File: config.mk
export PLATFORM = sky130hd
export DESIGN_NAME = fu_result_arbiter_flat
export DESIGN_NICKNAME = d
export VERILOG_FILES = /design/src/rtl/fu_result_arbiter_if.sv /design/src/rtl/fu_result_arbiter.sv /design/src/flat_wrapper.sv
export SDC_FILE = /design/constraint.sdc
export NUM_CORES = 1
export LEC_CHECK = 0
export CORE_MARGIN = 4
export CORE_UTILIZATION = 50
export CTS_CLUSTER_DIAMETER = 120
export DETAILED_ROUTE_END_ITERATION = 8
export DONT_BUFFER_PORTS = 1
export GPL_TIMING_DRIVEN = 0
export PLACE_DENSITY = 0.72
export SLEW_MARGIN = 40
export SYNTH_ARGS = -nofsm -noshare
export SYNTH_HDL_FRONTEND = slang
export SYNTH_SLANG_ARGS = --single-unit
File: constraint.sdc
create_clock -name in_clk -period 6.7 [get_ports in_clk]
set_clock_uncertainty 0.1 [all_clocks]
set_input_delay 0.335 -clock in_clk [delete_from_list [all_inputs] [get_ports in_clk]]
set_output_delay 0.335 -clock in_clk [all_outputs]
set_load 0.005 [all_outputs]
File: src/rtl/fu_result_arbiter_if.sv
// Result bundle between the ALU/LS execution units and the ROB writeback port.
// The arbiter connects through the slave modport; the producing side uses master.
interface fu_result_arbiter_if #(
  parameter int GPR_SIZE     = 64,
  parameter int ROB_IDX_SIZE = 4
);
  logic                    in_flush;
  logic                    in_alu_done;
  logic [ROB_IDX_SIZE-1:0] in_alu_dst_rob_index;
  logic [GPR_SIZE-1:0]     in_alu_value;
  logic                    in_alu_set_nzcv;
  logic [3:0]              in_alu_nzcv;
  logic                    in_alu_is_mispred;
  logic                    out_alu_ready;
  logic                    in_ls_done;
  logic [ROB_IDX_SIZE-1:0] in_ls_dst_rob_index;
  logic [GPR_SIZE-1:0]     in_ls_value;
  logic                    out_ls_ready;
  logic                    out_rob_done;
  logic [ROB_IDX_SIZE-1:0] out_rob_dst_rob_index;
  logic [GPR_SIZE-1:0]     out_rob_value;
  logic                    out_rob_set_nzcv;
  logic [3:0]              out_rob_nzcv;
  logic                    out_rob_is_mispred;

  modport master (
    output in_flush,
    output in_alu_done, in_alu_dst_rob_index, in_alu_value,
    output in_alu_set_nzcv, in_alu_nzcv, in_alu_is_mispred,
    input  out_alu_ready,
    output in_ls_done, in_ls_dst_rob_index, in_ls_value,
    input  out_ls_ready,
    input  out_rob_done, out_rob_dst_rob_index, out_rob_value,
    input  out_rob_set_nzcv, out_rob_nzcv, out_rob_is_mispred
  );

  modport slave (
    input  in_flush,
    input  in_alu_done, in_alu_dst_rob_index, in_alu_value,
    input  in_alu_set_nzcv, in_alu_nzcv, in_alu_is_mispred,
    output out_alu_ready,
    input  in_ls_done, in_ls_dst_rob_index, in_ls_value,
    output out_ls_ready,
    output out_rob_done, out_rob_dst_rob_index, out_rob_value,
    output out_rob_set_nzcv, out_rob_nzcv, out_rob_is_mispred
  );
endinterface

File: src/rtl/fu_result_arbiter.sv
// Buffers ALU and LS results in per-source FIFOs and round-robins them onto the
// single registered ROB writeback port. Flush and reset discard everything buffered.
module fu_result_arbiter #(
  parameter int GPR_SIZE     = 64,
  parameter int ROB_IDX_SIZE = 4,
  parameter int FIFO_DEPTH   = 2
) (
  input logic                in_clk,
  input logic                in_rst,
  fu_result_arbiter_if.slave bus
);
  localparam int CNT_W = $clog2(FIFO_DEPTH + 1);
  localparam int PTR_W = (FIFO_DEPTH > 1) ? $clog2(FIFO_DEPTH) : 1;
  localparam logic [CNT_W-1:0] DEPTH_C    = CNT_W'(FIFO_DEPTH);
  localparam logic [PTR_W-1:0] LAST_PTR_C = PTR_W'(FIFO_DEPTH - 1);
  localparam int NSRC = 2;

  typedef struct packed {
    logic [ROB_IDX_SIZE-1:0] idx;
    logic [GPR_SIZE-1:0]     value;
    logic                    set_nzcv;
    logic [3:0]              nzcv;
    logic                    is_mispred;
  } entry_t;

  // Pointer holds the source granted most recently; the other source wins a tie.
  typedef enum logic {
    RR_ALU = 1'b0,
    RR_LS  = 1'b1
  } rr_e;

  function automatic logic [PTR_W-1:0] ptr_inc(input logic [PTR_W-1:0] ptr);
    logic [PTR_W-1:0] nxt;
    if (ptr == LAST_PTR_C) begin
      nxt = '0;
    end else begin
      nxt = ptr + PTR_W'(1);
    end
    return nxt;
  endfunction

  entry_t           mem_q    [NSRC][FIFO_DEPTH];
  logic [PTR_W-1:0] rd_ptr_q [NSRC];
  logic [PTR_W-1:0] rd_ptr_d [NSRC];
  logic [PTR_W-1:0] wr_ptr_q [NSRC];
  logic [PTR_W-1:0] wr_ptr_d [NSRC];
  logic [CNT_W-1:0] cnt_q    [NSRC];
  logic [CNT_W-1:0] cnt_d    [NSRC];

  entry_t in_entry_s   [NSRC];
  logic   done_s       [NSRC];
  logic   ready_s      [NSRC];
  logic   push_s       [NSRC];
  logic   pop_s        [NSRC];
  logic   nonempty_s   [NSRC];

  logic   gnt_valid_s;
  logic   gnt_src_s;
  entry_t head_s;

  rr_e    rr_q, rr_d;
  entry_t out_q, out_d;
  logic   out_done_q, out_done_d;

  // Map the unit inputs to common entries; LS results never carry flags or mispredicts.
  always_comb begin
    in_entry_s[0]            = '0;
    in_entry_s[0].idx        = bus.in_alu_dst_rob_index;
    in_entry_s[0].value      = bus.in_alu_value;
    in_entry_s[0].set_nzcv   = bus.in_alu_set_nzcv;
    in_entry_s[0].nzcv       = bus.in_alu_nzcv;
    in_entry_s[0].is_mispred = bus.in_alu_is_mispred;
    in_entry_s[1]            = '0;
    in_entry_s[1].idx        = bus.in_ls_dst_rob_index;
    in_entry_s[1].value      = bus.in_ls_value;
    done_s[0]                = bus.in_alu_done;
    done_s[1]                = bus.in_ls_done;
  end

  // Ready depends only on the registered count, so a same-cycle pop cannot raise it.
  always_comb begin
    for (int i = 0; i < NSRC; i++) begin
      ready_s[i]    = (cnt_q[i] < DEPTH_C);
      nonempty_s[i] = (cnt_q[i] != '0);
      push_s[i]     = done_s[i] && ready_s[i] && !bus.in_flush;
    end
  end

  // Round-robin grant on the FIFO heads; a flush suppresses any pending grant.
  always_comb begin
    gnt_valid_s = 1'b0;
    gnt_src_s   = 1'b0;
    if (bus.in_flush) begin
      gnt_valid_s = 1'b0;
    end else if (nonempty_s[0] && nonempty_s[1]) begin
      gnt_valid_s = 1'b1;
      case (rr_q)
        RR_ALU:  gnt_src_s = 1'b1;
        RR_LS:   gnt_src_s = 1'b0;
        default: gnt_src_s = 1'b0;
      endcase
    end else if (nonempty_s[0]) begin
      gnt_valid_s = 1'b1;
      gnt_src_s   = 1'b0;
    end else if (nonempty_s[1]) begin
      gnt_valid_s = 1'b1;
      gnt_src_s   = 1'b1;
    end else begin
      gnt_valid_s = 1'b0;
    end
    pop_s[0] = gnt_valid_s && !gnt_src_s;
    pop_s[1] = gnt_valid_s && gnt_src_s;
    head_s   = mem_q[gnt_src_s][rd_ptr_q[gnt_src_s]];
  end

  // FIFO bookkeeping: flush empties both queues, otherwise push/pop move the pointers.
  always_comb begin
    for (int i = 0; i < NSRC; i++) begin
      cnt_d[i]    = cnt_q[i];
      rd_ptr_d[i] = rd_ptr_q[i];
      wr_ptr_d[i] = wr_ptr_q[i];
      if (bus.in_flush) begin
        cnt_d[i]    = '0;
        rd_ptr_d[i] = '0;
        wr_ptr_d[i] = '0;
      end else begin
        if (push_s[i] && !pop_s[i]) begin
          cnt_d[i] = cnt_q[i] + CNT_W'(1);
        end else if (!push_s[i] && pop_s[i]) begin
          cnt_d[i] = cnt_q[i] - CNT_W'(1);
        end else begin
          cnt_d[i] = cnt_q[i];
        end
        if (push_s[i]) begin
          wr_ptr_d[i] = ptr_inc(wr_ptr_q[i]);
        end else begin
          wr_ptr_d[i] = wr_ptr_q[i];
        end
        if (pop_s[i]) begin
          rd_ptr_d[i] = ptr_inc(rd_ptr_q[i]);
        end else begin
          rd_ptr_d[i] = rd_ptr_q[i];
        end
      end
    end
  end

  // Round-robin pointer next state and the output register contents.
  always_comb begin
    rr_d       = rr_q;
    out_d      = '0;
    out_done_d = 1'b0;
    if (gnt_valid_s) begin
      rr_d       = gnt_src_s ? RR_LS : RR_ALU;
      out_d      = head_s;
      out_done_d = 1'b1;
    end else begin
      rr_d       = rr_q;
      out_d      = '0;
      out_done_d = 1'b0;
    end
  end

  // Control state; reset takes priority over flush and re-arms the ALU to win first.
  always_ff @(posedge in_clk) begin
    if (in_rst) begin
      for (int i = 0; i < NSRC; i++) begin
        cnt_q[i]    <= '0;
        rd_ptr_q[i] <= '0;
        wr_ptr_q[i] <= '0;
      end
      rr_q       <= RR_LS;
      out_q      <= '0;
      out_done_q <= 1'b0;
    end else begin
      for (int i = 0; i < NSRC; i++) begin
        cnt_q[i]    <= cnt_d[i];
        rd_ptr_q[i] <= rd_ptr_d[i];
        wr_ptr_q[i] <= wr_ptr_d[i];
      end
      rr_q       <= rr_d;
      out_q      <= out_d;
      out_done_q <= out_done_d;
    end
  end

  // FIFO storage; entries are only read while counted, so no reset is needed.
  always_ff @(posedge in_clk) begin
    for (int i = 0; i < NSRC; i++) begin
      if (!in_rst && push_s[i]) begin
        mem_q[i][wr_ptr_q[i]] <= in_entry_s[i];
      end
    end
  end

  assign bus.out_alu_ready         = ready_s[0];
  assign bus.out_ls_ready          = ready_s[1];
  assign bus.out_rob_done          = out_done_q;
  assign bus.out_rob_dst_rob_index = out_q.idx;
  assign bus.out_rob_value         = out_q.value;
  assign bus.out_rob_set_nzcv      = out_q.set_nzcv;
  assign bus.out_rob_nzcv          = out_q.nzcv;
  assign bus.out_rob_is_mispred    = out_q.is_mispred;
endmodule

File: src/flat_wrapper.sv
// flat-port wrapper written by rule: the top's interface ports become plain ports
module fu_result_arbiter_flat 
#(
  parameter int GPR_SIZE     = 64,
  parameter int ROB_IDX_SIZE = 4,
  parameter int FIFO_DEPTH   = 2
)
  (in_clk, in_rst, bus_in_flush, bus_in_alu_done, bus_in_alu_dst_rob_index, bus_in_alu_value, bus_in_alu_set_nzcv, bus_in_alu_nzcv, bus_in_alu_is_mispred, bus_out_alu_ready, bus_in_ls_done, bus_in_ls_dst_rob_index, bus_in_ls_value, bus_out_ls_ready, bus_out_rob_done, bus_out_rob_dst_rob_index, bus_out_rob_value, bus_out_rob_set_nzcv, bus_out_rob_nzcv, bus_out_rob_is_mispred);
  fu_result_arbiter_if #(.GPR_SIZE(GPR_SIZE), .ROB_IDX_SIZE(ROB_IDX_SIZE)) bus_i ();
  input logic in_clk;
  input logic in_rst;
  input wire logic [$bits(bus_i.in_flush)-1:0] bus_in_flush;
  input wire logic [$bits(bus_i.in_alu_done)-1:0] bus_in_alu_done;
  input wire logic [$bits(bus_i.in_alu_dst_rob_index)-1:0] bus_in_alu_dst_rob_index;
  input wire logic [$bits(bus_i.in_alu_value)-1:0] bus_in_alu_value;
  input wire logic [$bits(bus_i.in_alu_set_nzcv)-1:0] bus_in_alu_set_nzcv;
  input wire logic [$bits(bus_i.in_alu_nzcv)-1:0] bus_in_alu_nzcv;
  input wire logic [$bits(bus_i.in_alu_is_mispred)-1:0] bus_in_alu_is_mispred;
  output wire logic [$bits(bus_i.out_alu_ready)-1:0] bus_out_alu_ready;
  input wire logic [$bits(bus_i.in_ls_done)-1:0] bus_in_ls_done;
  input wire logic [$bits(bus_i.in_ls_dst_rob_index)-1:0] bus_in_ls_dst_rob_index;
  input wire logic [$bits(bus_i.in_ls_value)-1:0] bus_in_ls_value;
  output wire logic [$bits(bus_i.out_ls_ready)-1:0] bus_out_ls_ready;
  output wire logic [$bits(bus_i.out_rob_done)-1:0] bus_out_rob_done;
  output wire logic [$bits(bus_i.out_rob_dst_rob_index)-1:0] bus_out_rob_dst_rob_index;
  output wire logic [$bits(bus_i.out_rob_value)-1:0] bus_out_rob_value;
  output wire logic [$bits(bus_i.out_rob_set_nzcv)-1:0] bus_out_rob_set_nzcv;
  output wire logic [$bits(bus_i.out_rob_nzcv)-1:0] bus_out_rob_nzcv;
  output wire logic [$bits(bus_i.out_rob_is_mispred)-1:0] bus_out_rob_is_mispred;
  assign bus_i.in_flush = bus_in_flush;
  assign bus_i.in_alu_done = bus_in_alu_done;
  assign bus_i.in_alu_dst_rob_index = bus_in_alu_dst_rob_index;
  assign bus_i.in_alu_value = bus_in_alu_value;
  assign bus_i.in_alu_set_nzcv = bus_in_alu_set_nzcv;
  assign bus_i.in_alu_nzcv = bus_in_alu_nzcv;
  assign bus_i.in_alu_is_mispred = bus_in_alu_is_mispred;
  assign bus_out_alu_ready = bus_i.out_alu_ready;
  assign bus_i.in_ls_done = bus_in_ls_done;
  assign bus_i.in_ls_dst_rob_index = bus_in_ls_dst_rob_index;
  assign bus_i.in_ls_value = bus_in_ls_value;
  assign bus_out_ls_ready = bus_i.out_ls_ready;
  assign bus_out_rob_done = bus_i.out_rob_done;
  assign bus_out_rob_dst_rob_index = bus_i.out_rob_dst_rob_index;
  assign bus_out_rob_value = bus_i.out_rob_value;
  assign bus_out_rob_set_nzcv = bus_i.out_rob_set_nzcv;
  assign bus_out_rob_nzcv = bus_i.out_rob_nzcv;
  assign bus_out_rob_is_mispred = bus_i.out_rob_is_mispred;
  fu_result_arbiter #(.GPR_SIZE(GPR_SIZE), .ROB_IDX_SIZE(ROB_IDX_SIZE), .FIFO_DEPTH(FIFO_DEPTH)) u_core (.in_clk(in_clk), .in_rst(in_rst), .bus(bus_i));
endmodule
==> results.md, run 1 <==
- Status: completed
- Number of global-route vias before repair: 8030
- Largest net degree at the start of global routing: 15
- Root buf cell: clkbuf_16
- Synthesized area: 0.01337 mm²
- Skew-Pair Late Insertion Delay: 0.51 ns
- Die width: 171.5 µm
- Min-delay worst type: in -> reg
- CTS tree: built
- Ranking of synthesized cells by area: edfxtp_1 64%, dfxtp_1 13%, mux2i_1 5.5%, nor2b_1 3.2%, a221oi_1 3.1%
- Post-Synth Simple-Gate Area: 4.183%
- Post-synthesis compound-gate area fraction: 10.85%
- Final non-filler cell total: 1356
- Final instance area: 0.01679 mm²
- # DRC: 0
- Top cell type's share of synthesized area: 63.78%
- Core Area: 0.02621 mm²
- Cts bufs inserted: 38
- DR vias: 7519
- Resized Gates After CTS: 0
- Iter 0 DRT Violations: 556
- Initial antenna violation count: 4
- WL per Instance: 22.62 µm
- Netlist cell types: 35
- Rows: 59
- Xor-xnor portion of the synthesized cell area: 0.3930%
- GR Util All Layers: 20.67%
- I/O Buffers: 0
- Commonest cells in the synthesized netlist: 284 x edfxtp_1, 84 x dfxtp_1, 74 x mux2i_1
- Antenna-violating nets left: 0
- Post-synth EDFFs: 284
- Post-Syn Nets: 911
- Total Wirelength: 30680 µm
- Worst endpoint required time: 6.80 ns
- P_leak: 5.704 nW
- Adder-Cell Fraction of Synth Area: 0.1871%
- Die area: 0.02942 mm²
- Area leader, netlist: edfxtp_1
- Ys flop type: edfxtp_1
- Post-synth ARST share: 0%
- Max Cap Viol: 0
- Drt via density: 5.545
- Critical path launch point type: flop
- Die Y: 171.5 µm
- Syn Inst Count: 762
- Mux contribution to synthesized area: 5.539%
- Sequential share of the synthesized area: 76.35%
- Global-route wire length before repair: 46600 µm
- Slew Viols, Final: 0
- Placed cells: 1141
- RSZ-0062 raised after global routing: false
- First-pass iteration count of the detailed router: 4
- Yosys warnings: 0
- Layout cell share with drive strength beyond 1: 18.96%
- Crit share post-route: 37.47%
- Final worst path period need: 2.511 ns
- Final setup violation count: 0
- # fillers: 1816
- Post-DP Area: 0.01413 mm²
- Worst slew margin: 59.76%
- Nature of the critical path endpoint: flop
- Syn Area/Cell: 17.55 µm²
- Starting Density: 51.02%
- Most common cell in the synthesized netlist: edfxtp_1
- Seq. cell area: 0.01021 mm²
- Setup CP Type: reg -> reg
- Htree depth: 2
- Power Density: 289.2 mW/mm²
- Final Hold Fails: 0
- Worst endpoint data arrival time: 2.62 ns
- P&R area growth vs syn: 25.57%
- GPL Wtd Cong: 0.7787
- Final layout net count: 1138
- Area used by multi-input combinational logic: 0.002855 mm²
- Detailed Place HPWL: 19920 µm
- Max Clk Rate: 398.3 MHz
- IO Count: 224
- Slew @ Worst Pin: 0.6003 ns
- Synthesized flop and latch total: 368
- IR drop worst, VDD: 0.0002513 V
- Remaining Overflow, GRT: 0
- Clock tree buffer depth: 3
- Worst-path fanout max: 8
- CTS clk-pin slew, worst paths: 0.06 ns
- Largest family of logic cells by synthesized area: compound AO/OA/AOI/OAI gates
- # clock sinks: 368
-- cell usage in the layout (no fill, tap or decap), types with 3 or more instances in the layout --
| cell type | n |
|---|---|
| clkinv_1 | 4 |
| nor2b_1 | 68 |
| or3_1 | 4 |
| edfxtp_1 | 284 |
| dfxtp_1 | 84 |
| buf_6 | 12 |
| inv_1 | 6 |
| diode_2 | 3 |
| o21ai_0 | 4 |
| a221oi_2 | 20 |
| clkbuf_1 | 23 |
| xor2_1 | 4 |
| mux2i_1 | 74 |
| clkinv_2 | 7 |
| clkbuf_16 | 39 |
| nor2_1 | 9 |
| a21oi_1 | 4 |
| a211oi_2 | 20 |
| a211oi_1 | 48 |
| buf_2 | 52 |
| a221oi_1 | 48 |
| dlygate4sd3_1 | 143 |
| nor3_1 | 6 |
| buf_4 | 20 |
| clkbuf_8 | 6 |
-- kinds of logic after synthesis --
| group | after synthesis |
|---|---|
| AND/OR/NAND/NOR | 95 |
| adder cells (fa/ha/maj) | 2 |
| XOR/XNOR | 6 |
| flip-flops | 368 |
| AO/OA/AOI/OAI | 152 |
| multiplexers | 74 |
| buffers and inverters | 65 |
-- flip-flops by register name (all words and copies together), names as in the netlist --
register	count
u_core.mem_q	284
u_core.bus.out_rob_set_nzcv	1
u_core.bus.out_rob_done	1
u_core.bus.out_rob_value	64
u_core.rr_q	1
u_core.bus.out_rob_is_mispred	1
u_core.bus.out_rob_dst_rob_index	4
u_core.bus.out_rob_nzcv	4
u_core.cnt_q	4
u_core.wr_ptr_q	2
u_core.rd_ptr_q	2
-- final timing paths --
| check | startpoint | endpoint | slack, ns | cells past startpoint |
|---|---|---|---|---|
| setup / recovery | u_core.cnt_q[0][1] | u_core.mem_q[0][91] | 4.19 | 8 |
| hold / removal | bus_in_flush | u_core.rr_q | 0.03 | 2 |
| setup reg to reg | u_core.cnt_q[0][1] | u_core.mem_q[0][91] | 4.19 | 8 |
| hold reg to reg | u_core.mem_q[0][77] | u_core.bus.out_rob_nzcv[2] | 0.44 | 2 |
-- per-layer routing --
metal | track usage, % | wire, µm | vias up | part of all wire (%)
met5 | 0 | 7 | - | 0.023
met2 | 35.93 | 15940 | 219 | 52
met1 | 26.06 | 12190 | 3753 | 40
li1 | - | - | 3475 | -
met4 | 6.821 | 904 | 2 | 2.9
met3 | 4.206 | 1636 | 70 | 5.3
-- metrics by stage --
step           power [W]  worst slack (ns)  utilization (%)  setup TNS [ns]  hold WS, ns
2_1_floorplan   0.002716            0.3626                -               0       0.3294
4_1_cts         0.004881             4.110            64.04               0     0.007371
5_1_grt         0.005024             3.912            64.07               0      0.01775
3_5_place_dp    0.002778             4.128            53.91               0       0.3340
3_3_place_gp    0.002773            -3.343            52.64         -633.07       0.3333
6_report        0.004856             4.189            64.07               0      0.03399
-- final cells by class --
cell class,count,share of cell area [%]
Sequential cell,368,60.80
Multi-Input combinational cell,329,17.00
Timing Repair Buffer,187,10.38
Clock buffer,53,6.483
Tap cell,335,2.496
Buffer,59,1.848
Clock inverter,16,0.8048
Inverter,6,0.1341
Antenna cell,3,0.04471
-- worst max-delay path, cell delays in order, from the launching register on --
cell     delay (ns)
dfxtp_1        0.29
buf_2          0.17
nor2_1         0.11
nand2_1        0.13
nor3_2         0.49
buf_6          0.23
buf_2          0.21
buf_2          0.24
buf_2          0.23
-- power breakdown --
part | leakage, nW | internal, W | total [W] | switching [W]
registers | 3.26 | 0.00251 | 0.00253 | 0.0000191
clock network | 0.604 | 0.00121 | 0.00204 | 0.000830
logic | 1.84 | 0.000125 | 0.000282 | 0.000157
-- what timing repair did --
| action | 4_1_cts | 5_1_grt |
|---|---|---|
| hold endpoints to repair | 298 | 0 |
| setup buffers | 0 | 0 |
| setup endpoints to repair | 0 | 0 |
| hold buffers | 143 | 0 |
Power figures use the tool's default switching activity.
==> inputs of run 2 (changes only) <==
--- a/config.mk
+++ b/config.mk
@@ -11,7 +11,7 @@
 export DETAILED_ROUTE_END_ITERATION = 8
 export DONT_BUFFER_PORTS = 1
 export GPL_TIMING_DRIVEN = 0
-export PLACE_DENSITY = 0.72
+export PLACE_DENSITY = 0.69
 export SLEW_MARGIN = 40
 export SYNTH_ARGS = -nofsm -noshare
 export SYNTH_HDL_FRONTEND = slang
==> constraint.sdc (replaced) <==
create_clock -name in_clk -period 2.45 [get_ports in_clk]
set_clock_uncertainty 0.1 [all_clocks]
set_input_delay 0.1225 -clock in_clk [delete_from_list [all_inputs] [get_ports in_clk]]
set_output_delay 0.1225 -clock in_clk [all_outputs]
set_load 0.005 [all_outputs]
==> run 2 against run 1 <==
Effect of this change:
- die area unchanged
- global-route usage shrank 0.093 points
- wire length increased by 1.1%
- maximum frequency up 11%
- final area increased by 1.1%
- final cell count decreased by 0.52%
- critical path depth is the same
- critical endpoint is now u_core.cnt_q[0][3]
- largest cell class unchanged
==> results.md, run 2 (synthesized netlist as in run 1, its figures left out) <==
- Status: completed (unchanged)
- Hold path endpoint: u_core.mem_q[1][53] (was u_core.rr_q)
- Htree depth: 2 (unchanged)
- CTS tree: built (unchanged)
- Core Area: 0.02621 mm² (unchanged)
- Net Sw Frac: 20.21% (was 20.70%)
- Power Density: 803.4 mW/mm² (was 289.2 mW/mm²)
- Crit share post-route: 92.64% (was 37.47%)
- Int Pwr: 0.01088 W (was 0.003850 W)
- Die area: 0.02942 mm² (unchanged)
- Max Clk Rate: 440.6 MHz (was 398.3 MHz)
- # fillers: 1731 (was 1816)
- Die width: 171.5 µm (unchanged)
- Max stage delay on crit path: 0.36 ns (was 0.49 ns)
- Final Hold Fails: 0 (unchanged)
- Final setup violation count: 0 (unchanged)
- Critical path launch point type: flop (unchanged)
- IO Count: 224 (unchanged)
- Placed cells: 1125 (was 1141)
- Final layout net count: 1129 (was 1138)
- Nature of the critical path endpoint: flop (unchanged)
- Initial antenna violation count: 6 (was 4)
- Antenna-violating nets left: 0 (unchanged)
- Rows: 59 (unchanged)
- Most frequent cells in the layout: 284 x edfxtp_1, 149 x dlygate4sd3_1, 83 x dfxtp_1 (was 284 x edfxtp_1, 143 x dlygate4sd3_1, 84 x dfxtp_1)
- Final non-filler cell total: 1349 (was 1356)
- Slew @ Worst Pin: 0.6948 ns (was 0.6003 ns)
- Net Switching: 0.002755 W (was 0.001005 W)
- Iter 0 DRT Violations: 490 (was 556)
- RSZ-0062 raised after global routing: false (unchanged)
- Hold Path Depth: 1 (was 2)
- WP buf/inv: 3 (was 5)
- Worst slew margin: 53.68% (was 59.76%)
- Tot Pwr: 0.01363 W (was 0.004856 W)
- Comb pwr share: 5.8% (about the same)
- Detailed Place HPWL: 20650 µm (was 19920 µm)
- P_leak: 5.710 nW (was 5.704 nW)
- Largest net degree at the start of global routing: 15 (unchanged)
- IR drop worst, VDD: 0.0008370 V (was 0.0002513 V)
- Starting Density: 51.02% (unchanged)
- Max Cap Viol: 0 (unchanged)
- Clock tree buffer depth: 3 (unchanged)
- Global-route wire length before repair: 46720 µm (was 46600 µm)
- GR Util All Layers: 20.57% (was 20.67%)
- I/O Buffers: 0 (unchanged)
- Most common cell after layout, fill and taps aside: edfxtp_1 (unchanged)
- Setup CP Type: reg -> reg (unchanged)
- Min-delay worst type: in -> reg (unchanged)
- GPL Wtd Cong: 0.8343 (was 0.7787)
- Resized Gates After CTS: 0 (unchanged)
- Die Y: 171.5 µm (unchanged)
- WL per Instance: 22.99 µm (was 22.62 µm)
- # clock sinks: 368 (unchanged)
- Total Wirelength: 31010 µm (was 30680 µm)
- Layout cell share with drive strength beyond 1: 18.14% (was 18.96%)
- Final worst path period need: 2.270 ns (was 2.511 ns)
- Worst endpoint data arrival time: 2.60 ns (was 2.62 ns)
- Drt via density: 5.636 (was 5.545)
- Reg power frac: 50.8% (was 52.1%)
- Skew-Pair Late Insertion Delay: 0.51 ns (about the same)
- DR vias: 7603 (was 7519)
- Clk network pwr share: 43.4% (was 42.1%)
- # DRC: 0 (unchanged)
- First-pass iteration count of the detailed router: 5 (was 4)
- Largest register FFs: 284 (unchanged)
- Cts bufs inserted: 38 (unchanged)
- Flop-to-flop setup slack: 0.18 ns (was 4.19 ns)
- Critical R2R Launch: u_core.cnt_q[0][0] (was u_core.cnt_q[0][1])
- Hold Crit Start: bus_in_ls_value[47] (was bus_in_flush)
- CP max-delay cell: or3_1 (was nor3_2)
- Worst R2R Path Depth: 8 (unchanged)
- Worst endpoint required time: 2.78 ns (was 6.80 ns)
- Cell mode on critical path: buf_2 (unchanged)
- R2r endpoint: u_core.cnt_q[0][3] (was u_core.mem_q[0][91])
- Root buf cell: clkbuf_16 (unchanged)
- Remaining Overflow, GRT: 0 (unchanged)
- Delay-heaviest family, CP: simple AND/OR/NAND/NOR gates (was buffers and inverters)
- Worst-path fanout max: 10 (was 8)
- Number of global-route vias before repair: 8148 (was 8030)
- P&R area growth vs syn: 26.91% (was 25.57%)
- Cell Chain, Critical Path: buf_2 -> o21a_1 -> nor2_1 -> buf_2 -> inv_1 -> ha_1 -> or3_1 -> a21oi_1 (was buf_2 -> nor2_1 -> nand2_1 -> nor3_2 -> buf_6 -> buf_2 -> buf_2 -> buf_2)
- Slew Viols, Final: 0 (unchanged)
- CTS clk-pin slew, worst paths: 0.06 ns (about the same)
[run 2: timing repair]
action,4_1_cts,5_1_grt
endpoints found under the setup margin,0,13
hold endpoints to repair,398,0
hold buffers,149,0
setup buffers,0,1
[run 2: how the worst max path moves through the flow]
stage | startpoint | end | cells past startpoint
3_5_place_dp | u_core.cnt_q[0][3] | u_core.mem_q[1][66] | 7
6_report | u_core.cnt_q[0][0] | u_core.cnt_q[0][3] | 8
5_1_grt | u_core.cnt_q[0][1] | u_core.cnt_q[0][3] | 8
2_1_floorplan | u_core.cnt_q[0][1] | u_core.mem_q[0][0] | 4
4_1_cts | u_core.cnt_q[0][3] | u_core.mem_q[1][61] | 7
3_3_place_gp | u_core.cnt_q[0][3] | u_core.mem_q[1][63] | 3
[run 2: final cells by class]
class                      instances  area [µm²]  area share (%)
sequential                       368       10210           60.17
multi-input combinational        329        2894           17.05
timing repair buffer             178        1784           10.51
clock buffer                      57        1146           6.754
tap                              335       419.2           2.470
buffer                            59       316.6           1.865
clock inverter                    12       163.9          0.9659
inverter                           6       22.52          0.1327
antenna                            5       12.51         0.07373
[run 2: power groups by stage]
stage,clock network (W),registers (W),logic [W]
after global placement,0,0.00706,0.000495
after global routing,0.00631,0.00693,0.000858
after detailed placement,0,0.00706,0.000545
final,0.00592,0.00692,0.000791
after floorplan,0,0.00704,0.000384
after CTS,0.00598,0.00692,0.000786
[run 2: routing by layer]
metal	routed length, µm	global-route usage [%]	vias up
met2	15450	35.04	302
li1	-	-	3461
met4	643	5.167	0
met3	2284	5.999	58
met1	12630	26.13	3782
met5	0	0	-
[run 2: stage by stage]
step	hold slack, ns	TNS [ns]	setup WS, ns	area [µm²]	util (%)
after floorplan	0.1169	-116.07	-0.5822	13440	-
after detailed placement	0.1215	0	0.1137	14150	53.99
final	0.1562	0	0.1803	16970	64.76
after CTS	0.1354	0	0.09941	16950	64.68
after global routing	0.1474	0	0.005650	16970	64.76
after global placement	0.1215	-383.48	-1.472	13860	52.90
[run 2: worst register-to-register path: stages, from the launching register on]
cell and delay [ns]:
dfxtp_1 0.30, buf_2 0.16, o21a_1 0.21, nor2_1 0.20
buf_2 0.29, inv_1 0.07, ha_1 0.34, or3_1 0.36
a21oi_1 0.16
==> inputs of run 3 (changes only) <==
--- a/config.mk
+++ b/config.mk
@@ -7,6 +7,7 @@
 export LEC_CHECK = 0
 export CORE_MARGIN = 4
 export CORE_UTILIZATION = 50
+export CTS_BUF_LIST = sky130_fd_sc_hd__clkbuf_2 sky130_fd_sc_hd__clkbuf_4 sky130_fd_sc_hd__clkbuf_8
 export CTS_CLUSTER_DIAMETER = 120
 export DETAILED_ROUTE_END_ITERATION = 8
 export DONT_BUFFER_PORTS = 1
==> constraint.sdc (replaced) <==
create_clock -name in_clk -period 2.45 [get_ports in_clk]
set_clock_uncertainty 0.1 [all_clocks]
set_input_delay 0.49 -clock in_clk [delete_from_list [all_inputs] [get_ports in_clk]]
set_output_delay 0.49 -clock in_clk [all_outputs]
set_load 0.005 [all_outputs]
==> run 3 against run 2 <==
Effect of this change:
- hold slack worse by 0.11 ns
- clock-buffer cell count up 26
- critical path type unchanged
- final area down 0.58%
- register-to-register slack worse by 0.02 ns
- first-iteration DRC count down 16%
- sequential share of layout area up 0.35 points
- global-route usage down 0.25 points
- critical path depth unchanged
- setup slack worse by 0.018 ns
==> results.md, run 3 (synthesized netlist as in run 1, its figures left out) <==
- IO Count: 224 (unchanged)
- Final setup violation count: 0 (unchanged)
- P_leak: 5.724 nW (was 5.710 nW)
- Remaining Overflow, GRT: 0 (unchanged)
- GPL Wtd Cong: 0.8010 (was 0.8343)
- Hold Crit Start: in_rst (was bus_in_ls_value[47])
- Final worst setup slack: 0.1620 ns (was 0.1803 ns)
- Max Cap Viol: 0 (unchanged)
- Iter 0 DRT Violations: 414 (was 490)
- Crit share post-route: 93.39% (was 92.64%)
- Slew @ Worst Pin: 0.7010 ns (was 0.6948 ns)
- Starting Density: 51.02% (unchanged)
- Most frequent cells in the layout: 284 x edfxtp_1, 144 x dlygate4sd3_1, 83 x dfxtp_1 (was 284 x edfxtp_1, 149 x dlygate4sd3_1, 83 x dfxtp_1)
- Worst slew margin: 53.27% (was 53.68%)
- # clock sinks: 368 (unchanged)
- Die area: 0.02942 mm² (unchanged)
- Hold Path Depth: 1 (unchanged)
- Status: completed (unchanged)
- Die width: 171.5 µm (unchanged)
- Number of global-route vias before repair: 8142 (was 8148)
- Critical Path Start: u_core.cnt_q[0][1] (was u_core.cnt_q[0][0])
- Antenna-violating nets left: 0 (unchanged)
- Worst-path fanout max: 10 (unchanged)
- GR Util All Layers: 20.32% (was 20.57%)
- CTS tree: built (unchanged)
- Final worst path period need: 2.288 ns (was 2.270 ns)
- Most common cell after layout, fill and taps aside: edfxtp_1 (unchanged)
- First-pass iteration count of the detailed router: 4 (was 5)
- Core Area: 0.02621 mm² (unchanged)
- I/O Buffers: 0 (unchanged)
- Htree depth: 2 (unchanged)
- Drt via density: 5.535 (was 5.636)
- IR drop worst, VDD: 0.0006908 V (was 0.0008370 V)
- Initial antenna violation count: 2 (was 6)
- Worst endpoint data arrival time: 2.69 ns (was 2.60 ns)
- # DRC: 0 (unchanged)
- Max Clk Rate: 437.1 MHz (was 440.6 MHz)
- Setup CP Type: reg -> reg (unchanged)
- Clock tree buffer depth: 3 (unchanged)
- Minimum hold slack: 0.04158 ns (was 0.1562 ns)
- Min-delay worst type: in -> reg (unchanged)
- Final Hold Fails: 0 (unchanged)
- RSZ-0062 raised after global routing: false (unchanged)
- Skew-Pair Late Insertion Delay: 0.59 ns (was 0.51 ns)
- Critical path launch point type: flop (unchanged)
- Critical R2R Launch: u_core.cnt_q[0][1] (was u_core.cnt_q[0][0])
- Root buf cell: clkbuf_8 (was clkbuf_16)
- Slew Viols, Final: 0 (unchanged)
- Cts bufs inserted: 57 (was 38)
- Worst R2R Path Depth: 8 (unchanged)
- Flop-to-flop setup slack: 0.16 ns (was 0.18 ns)
- Die Y: 171.5 µm (unchanged)
- Pre-CTS setup slack: 0.005676 ns (was 0.1137 ns)
- Hold path endpoint: u_core.mem_q[0][24] (was u_core.mem_q[1][53])
- R2r endpoint: u_core.cnt_q[0][3] (unchanged)
- Worst endpoint required time: 2.85 ns (was 2.78 ns)
- Nature of the critical path endpoint: flop (unchanged)
- Rows: 59 (unchanged)
- Global-route wire length before repair: 46220 µm (was 46720 µm)
- P&R area growth vs syn: 26.18% (was 26.91%)
- CTS clk-pin slew, worst paths: 0.06 ns (about the same)
- Total Wirelength: 30580 µm (was 31010 µm)
- Largest register FFs: 284 (unchanged)
- WL per Instance: 22.18 µm (was 22.99 µm)
- Layout cell share with drive strength beyond 1: 21.96% (was 18.14%)
- DR vias: 7633 (was 7603)
- Detailed Place HPWL: 20320 µm (was 20650 µm)
- Final layout net count: 1143 (was 1129)
- Power Density: 777.7 mW/mm² (was 803.4 mW/mm²)
- Largest net degree at the start of global routing: 16 (was 15)
-- run 3: cell types whose count changed in the layout (fill, tap and decap cells not counted), moves of 2 or more --
cell / delta
clkbuf_16: -41
buf_4: -2
clkinv_1: +3
clkinv_2: +9
clkbuf_1: -10
buf_6: -2
buf_8: +3
diode_2: -4
clkbuf_4: +21
clkbuf_8: +57
dlygate4sd3_1: -5
-- run 3: through the flow --
step	TNS, ns	total power [W]	instance area (µm²)	util (%)	cells
final	0	0.01312	16870	64.38	1379
after floorplan	-142.22	0.007425	13450	-	762
after CTS	0	0.01317	16860	64.33	1377
after detailed placement	0	0.007596	14170	54.07	1125
after global routing	0	0.01359	16870	64.38	1379
after global placement	-405.44	0.007552	13870	52.91	1097
-- run 3: how the worst max path moves through the flow --
stage | cells past startpoint | to | slack [ns]
detailed placement | 7 | u_core.mem_q[1][63] | 0.006
finish | 8 | u_core.cnt_q[0][3] | 0.16
floorplan | 3 | u_core.mem_q[0][0] | -0.65
CTS | 7 | u_core.mem_q[1][57] | 0.001
global placement | 3 | u_core.mem_q[1][63] | -1.54
global route | 8 | u_core.cnt_q[0][3] | 0.009
-- run 3: layout make-up --
type | instances | area (µm²)
Timing Repair Buffer | 173 | 1753
Sequential cell | 368 | 10210
Antenna cell | 1 | 2.502
Inverter | 6 | 22.52
Buffer | 59 | 312.8
Tap cell | 335 | 419.2
Clock buffer | 83 | 1017
Clock inverter | 25 | 230.2
Multi-Input combinational cell | 329 | 2904
Fill cell | 1759 | 9334
-- run 3: report_power, final --
group	leakage, nW	internal [W]	switching, W	total [W]
logic	1.80	0.000350	0.000425	0.000776
registers	3.26	0.00687	0.0000551	0.00692
clock network	0.667	0.00311	0.00232	0.00542
total	5.72	0.0103	0.00280	0.0131
-- run 3: worst max-delay path, stage by stage (launching register included) --
cell and delay, ns:
dfxtp_1 0.29, buf_2 0.18, o21a_1 0.22, nor2_1 0.21
clkbuf_4 0.28, inv_1 0.08, ha_1 0.34, or3_1 0.35
a21oi_1 0.16
-- run 3: repair_timing --
item	CTS	global route
endpoints found under the setup margin	0	14
hold endpoints to repair	286	0
buffers inserted	0	1
resized for setup	0	2
hold buffers	144	0
-- run 3: layer usage --
layer | track usage (%) | up-vias | wire [µm]
met2 | 33.83 | 286 | 14900
met1 | 26.20 | 3787 | 12650
met3 | 5.930 | 64 | 2327
li1 | - | 3494 | -
met4 | 5.787 | 2 | 698
met5 | 0 | - | 7
